**config.mk**
```make
export PLATFORM = sky130hd
export DESIGN_NAME = rgb_pwm_driver_flat
export DESIGN_NICKNAME = d
export VERILOG_FILES = /design/src/rtl/rgb_pwm_if.sv /design/src/rtl/rgb_pwm_driver.sv /design/src/flat_wrapper.sv
export SDC_FILE = /design/constraint.sdc
export NUM_CORES = 1
export LEC_CHECK = 0
export ABC_AREA = 1
export CAP_MARGIN = 20
export CORE_ASPECT_RATIO = 0.5
export CORE_UTILIZATION = 40
export DETAILED_ROUTE_END_ITERATION = 8
export PLACE_DENSITY = 0.73
export SLEW_MARGIN = 15
export SYNTH_ARGS = -nofsm -noshare
export SYNTH_HDL_FRONTEND = slang
export SYNTH_SLANG_ARGS = --single-unit
```
**constraint.sdc**
```tcl
create_clock -name clk -period 1.4 [get_ports clk]
set_input_delay 0.28 -clock clk [delete_from_list [all_inputs] [get_ports clk]]
set_output_delay 0.28 -clock clk [all_outputs]
set_load 0.005 [all_outputs]
```
**src/rtl/rgb_pwm_if.sv**
```systemverilog
// rgb_pwm_if: groups the run control, colour input and LED outputs of the
// RGB PWM driver. The driver connects through the slave modport; whatever
// produces the colour and enable uses the master modport.
interface rgb_pwm_if;
  logic        enable;
  logic [23:0] light;
  logic        pwm_r;
  logic        pwm_g;
  logic        pwm_b;
  logic        frame_start;

  modport master (
    output enable,
    output light,
    input  pwm_r,
    input  pwm_g,
    input  pwm_b,
    input  frame_start
  );

  modport slave (
    input  enable,
    input  light,
    output pwm_r,
    output pwm_g,
    output pwm_b,
    output frame_start
  );
endinterface

```
**src/rtl/rgb_pwm_driver.sv**
```systemverilog
// rgb_pwm_driver: three-channel LED PWM engine.
// A prescaler divides clk into PWM ticks, and an 8-bit phase counter runs
// 0..254, so one frame is 255 ticks. Each channel drives high while
// phase < duty. Duty registers change only at a frame boundary, or on every
// cycle while the engine is stopped.
// Optional build macro PWM_FADE_EN: at each frame boundary, every duty
// register steps by one toward its light channel instead of loading it.
// Reset (rst) is asynchronous and active-low.
module rgb_pwm_driver #(
  parameter int unsigned PRESCALE = 1
) (
  input  logic       clk,
  input  logic       rst,
  rgb_pwm_if.slave   bus
);

  localparam int unsigned PW = (PRESCALE > 1) ? $clog2(PRESCALE) : 1;
  localparam logic [PW-1:0] PRESC_MAX = PW'(PRESCALE - 1);

  logic [PW-1:0] presc_q, presc_d;
  logic [7:0]    phase_q, phase_d;
  logic          en_q, en_d;    // engine was running during the previous cycle
  logic          fs_q, fs_d;    // frame_start pulse register
  logic          tick;
  logic          wrap;
  logic [2:0]    pwm_vec;       // [0]=red, [1]=green, [2]=blue

  assign tick = (presc_q == PRESC_MAX);
  assign wrap = en_q && tick && (phase_q == 8'd254);

  // Next state of the prescaler, phase counter and frame_start pulse
  always_comb begin
    en_d    = bus.enable;
    presc_d = presc_q;
    phase_d = phase_q;
    fs_d    = 1'b0;
    if (!bus.enable) begin
      presc_d = '0;
      phase_d = '0;
    end else if (!en_q) begin
      // first enabled cycle: begin a fresh frame at phase 0
      presc_d = '0;
      phase_d = '0;
      fs_d    = 1'b1;
    end else begin
      presc_d = tick ? '0 : presc_q + 1'b1;
      if (tick) begin
        phase_d = (phase_q == 8'd254) ? 8'd0 : phase_q + 8'd1;
      end
      fs_d = wrap;
    end
  end

  // Timing state registers
  always_ff @(posedge clk or negedge rst) begin
    if (!rst) begin
      presc_q <= '0;
      phase_q <= '0;
      en_q    <= 1'b0;
      fs_q    <= 1'b0;
    end else begin
      presc_q <= presc_d;
      phase_q <= phase_d;
      en_q    <= en_d;
      fs_q    <= fs_d;
    end
  end

  genvar gi;
  generate
    for (gi = 0; gi < 3; gi++) begin : g_ch
      logic [7:0] light_ch;
      logic [7:0] duty_q, duty_d;

      assign light_ch = bus.light[23-8*gi -: 8];

      // Duty update: follow light while stopped, else change only at a frame boundary
      always_comb begin
        duty_d = duty_q;
        if (!bus.enable) begin
          duty_d = light_ch;
        end else if (wrap) begin
`ifdef PWM_FADE_EN
          if (duty_q < light_ch) begin
            duty_d = duty_q + 8'd1;
          end else if (duty_q > light_ch) begin
            duty_d = duty_q - 8'd1;
          end
`else
          duty_d = light_ch;
`endif
        end
      end

      // Duty register
      always_ff @(posedge clk or negedge rst) begin
        if (!rst) begin
          duty_q <= '0;
        end else begin
          duty_q <= duty_d;
        end
      end

      // Output depends on registered state only, so it cannot glitch on input changes
      assign pwm_vec[gi] = en_q & (phase_q < duty_q);
    end
  endgenerate

  assign bus.pwm_r       = pwm_vec[0];
  assign bus.pwm_g       = pwm_vec[1];
  assign bus.pwm_b       = pwm_vec[2];
  assign bus.frame_start = fs_q;

endmodule
```
**src/flat_wrapper.sv**
```systemverilog
// flat-port wrapper written by rule: the top's interface ports become plain ports
module rgb_pwm_driver_flat 
#(
  parameter int unsigned PRESCALE = 1
)
  (clk, rst, bus_enable, bus_light, bus_pwm_r, bus_pwm_g, bus_pwm_b, bus_frame_start);
  rgb_pwm_if bus_i ();
  input  logic clk;
  input  logic rst;
  input wire logic [$bits(bus_i.enable)-1:0] bus_enable;
  input wire logic [$bits(bus_i.light)-1:0] bus_light;
  output wire logic [$bits(bus_i.pwm_r)-1:0] bus_pwm_r;
  output wire logic [$bits(bus_i.pwm_g)-1:0] bus_pwm_g;
  output wire logic [$bits(bus_i.pwm_b)-1:0] bus_pwm_b;
  output wire logic [$bits(bus_i.frame_start)-1:0] bus_frame_start;
  assign bus_i.enable = bus_enable;
  assign bus_i.light = bus_light;
  assign bus_pwm_r = bus_i.pwm_r;
  assign bus_pwm_g = bus_i.pwm_g;
  assign bus_pwm_b = bus_i.pwm_b;
  assign bus_frame_start = bus_i.frame_start;
  rgb_pwm_driver #(.PRESCALE(PRESCALE)) u_core (.clk(clk), .rst(rst), .bus(bus_i));
endmodule
```
==> flow_summary_export.csv <==
group,metric,value,unit
status,status,"finished with violations",
status,violations,"setup timing",
cts,clock-sinks,34,
timing,relSlewSlack,0.7501,
timing,setup_viol,36,
power_and_ir_drop,pwr_density_cell,735.1,nW/um^2
route,wire_per_inst,20.86,microns
synth,yosysMostFrequentCell,"nand2_1",
route,wirelength,8051,microns
synth,ys_warn_count,0,
cts,cts_tree,"built",
synth,synthArstFlopShare,1.000,
synth,synthFlopType,"dfrtp_1",
timing,min_period,1.964,ns
placed_design,post-dp-hpwl,3294,microns
synth,synth_nets,281,
placed_design,gp_congestion,0.8093,
worst_setup_path,path_max_fanout,3,
route,vias,2067,
timing,rsz0062_at_grt,"yes",
placed_design,dp_slack,-0.5796,ns
finish,instances_no_fill,386,
cts,clkTransAtPathRegs,0.07,ns
synth,avgSynthCellArea,8.796,sq um
synth,ys_seq_area_frac,0.4187,
worst_setup_path,crit_required,1.12,ns
timing,hold_ws,0.3637,ns
timing,worst_slew_pin_slew,0.3737,ns
worst_setup_path,cp-start-kind,"register",
flow_run,maxCapViolCount,0,
floorplan,die-area,5386,sq um
placed_design,place_inst,359,
route,viasPerCell,5.355,
worst_setup_path,worstPathArrival,1.68,ns
timing,timing.final.ws_setup,-0.5644,ns
worst_setup_path,end_kind,"primary output",
hold_path,hp-class,"in2async",
floorplan,io_pins,31,
route,drt_iter0_drc,147,
cts,cts_made_buffers,5,
floorplan,core_area,4637,sq um
synth,synth-edff-count,0,
floorplan,die_w,102.8,microns
synth,synth.top_cells.by_count,"63 x nand2_1, 34 x dfrtp_1, 32 x inv_1, 23 x ha_1, 18 x nor2_1",
finish,area_growth,73.28,%
cts,cts-root-buf,"clkbuf_8",
global_routing,globalRouteOverflowTotal,0,
route,ant_nets,0,
cts,insertion_delay,0.30,ns
finish,drive_gt1_frac,0.5188,
timing,finalCritPeriodShare,1.403,
synth,syn_area,2032,sq um
synth,ys_seq_elements,34,
timing,fin_skew,0.003909,ns
cts,htree_levels,2,
global_routing,grt_max_degree,35,
timing,fmax,509.1,MHz
synth,synth_area_leader_cell,"dfrtp_1",
placed_design,port_buffers,30,
synth,synth_area_leaders,"dfrtp_1 42%, ha_1 14%, nand2_1 12%",
synth,synth_cell_types,23,
worst_setup_path,r2r_end,"u_core.g_ch[1].duty_q[6]",
power_and_ir_drop,p_leak,1.707,nW
route,drcViolationCount,0,
floorplan,chipHeight,52.40,microns
finish,n_fill_cell,240,
synth,postSynthCellCount,231,
floorplan,rows,17,
finish,antenna_cells,0,
route,dr.pass1.iters,4,
global_routing,grt_pass1_vias,2171,
cts,cts_buffer_depth,2,
global_routing,grt_pass1_wl,10860,microns
worst_setup_path,rr_worst_depth,12,
finish,nets,371,
timing,maxSlewViolCount,0,
global_routing,groute.usage.overall,0.2844,
power_and_ir_drop,vdd_drop_max,0.3512,mV
worst_setup_path,worst_r2r_startpoint,"u_core.phase_q[3]",
worst_setup_path,reg2reg_slack,-0.43,ns
worst_setup_path,critPathKind,"reg2out",
global_routing,antenna_found_initial,0,
timing,hold_viol_final,0,
synth,synth_top_area_share,0.4187,
floorplan,start_util,0.4382,
## flip-flops by register name, summed over array words and instances (netlist names)
| register | flops |
|---|---|
| u_core.g_ch.duty_q | 24 |
| u_core.phase_q | 8 |
| u_core.bus.frame_start | 1 |
| u_core.en_q | 1 |
## worst max-delay path, stage by stage (launching register included)
cell	delay (ns)
dfrtp_1	0.41
buf_6	0.16
ha_4	0.22
nand2_1	0.07
inv_1	0.06
nand2_1	0.09
nand2_1	0.09
a21oi_2	0.16
buf_2	0.13
## metrics by stage
step                        util  setup TNS [ns]  cell area, sq um  total power [mW]
after global routing      0.7593          -13.27              3521             2.668
final                     0.7593          -11.77              3521             2.588
after floorplan                -               0              2032             1.321
after global placement    0.5745          -4.534              2664             1.551
after detailed placement  0.5745          -6.251              2664             1.571
after CTS                 0.7145          -7.340              3313             2.464
## routing by layer
| metal | GRT usage | part of all wire | up-vias |
|---|---|---|---|
| met1 | 0.3264 | 0.40 | 1009 |
| met5 | 0 | 0 | - |
| met4 | 0.1620 | 0.047 | 0 |
| met3 | 0.07067 | 0.080 | 41 |
| li1 | - | - | 909 |
| met2 | 0.4933 | 0.48 | 108 |
## cells by family (layout without fill, tap and decap cells)
group | after synthesis | in the layout | synth area share
adder cells (fa/ha/maj) | 23 | 23 | 0.1416
flip-flops | 34 | 34 | 0.4187
AO/OA/AOI/OAI | 29 | 29 | 0.1022
XOR/XNOR | 5 | 5 | 0.02156
AND/OR/NAND/NOR | 103 | 103 | 0.2241
buffers and inverters | 37 | 126 | 0.09175
## worst max-delay path by stage
stage                                 start                        to  cells past startpoint
after CTS                 u_core.phase_q[7]                 bus_pwm_r                      7
after global routing      u_core.phase_q[7]                 bus_pwm_r                      7
final                     u_core.phase_q[3]                 bus_pwm_b                      8
after floorplan           u_core.phase_q[0]  u_core.g_ch[0].duty_q[1]                      8
after detailed placement  u_core.phase_q[7]                 bus_pwm_r                      7
after global placement    u_core.phase_q[7]                 bus_pwm_r                      7
## cell usage in the layout (no fill, tap or decap)
cell type / instances
a21boi_2: 1
a21oi_1: 4
a21oi_2: 3
buf_12: 6
buf_16: 5
buf_2: 3
buf_4: 32
buf_6: 14
buf_8: 1
clkbuf_8: 6
clkdlybuf4s50_1: 26
dfrtp_1: 30
dfrtp_2: 4
dlymetal6s2s_1: 1
ha_1: 14
ha_4: 9
inv_1: 24
inv_2: 7
inv_4: 1
nand2_1: 31
nand2_2: 19
nand2_4: 17
nand2_8: 1
nand3_1: 6
nand3_2: 5
nand3_4: 3
nand4_1: 1
nor2_1: 11
nor2_2: 2
nor2_4: 7
o21ai_1: 2
o21ai_2: 17
o21ai_4: 2
xnor2_1: 2
xnor2_2: 1
xor2_1: 2
## timing repair
action	in CTS	in global routing
resized for setup	92	57
cloned	6	0
setup buffers	12	7
hold buffers	0	0
endpoints found under the setup margin	36	37
pin swaps	15	12
## layout make-up
class / count / area [sq um] / area share
multi-input cells: 160 / 1419 / 0.4030
inverters: 32 / 122.6 / 0.03483
flip-flops and latches: 34 / 855.8 / 0.2431
repair buffers: 88 / 958.4 / 0.2722
well taps: 66 / 82.58 / 0.02345
clock buffers: 6 / 82.58 / 0.02345
## power breakdown
group / total (mW) / switching (mW) / internal [mW]
logic: 0.751 / 0.374 / 0.376
registers: 1.08 / 0.0348 / 1.05
clock network: 0.754 / 0.374 / 0.380
(Power assumes the default switching activity.)
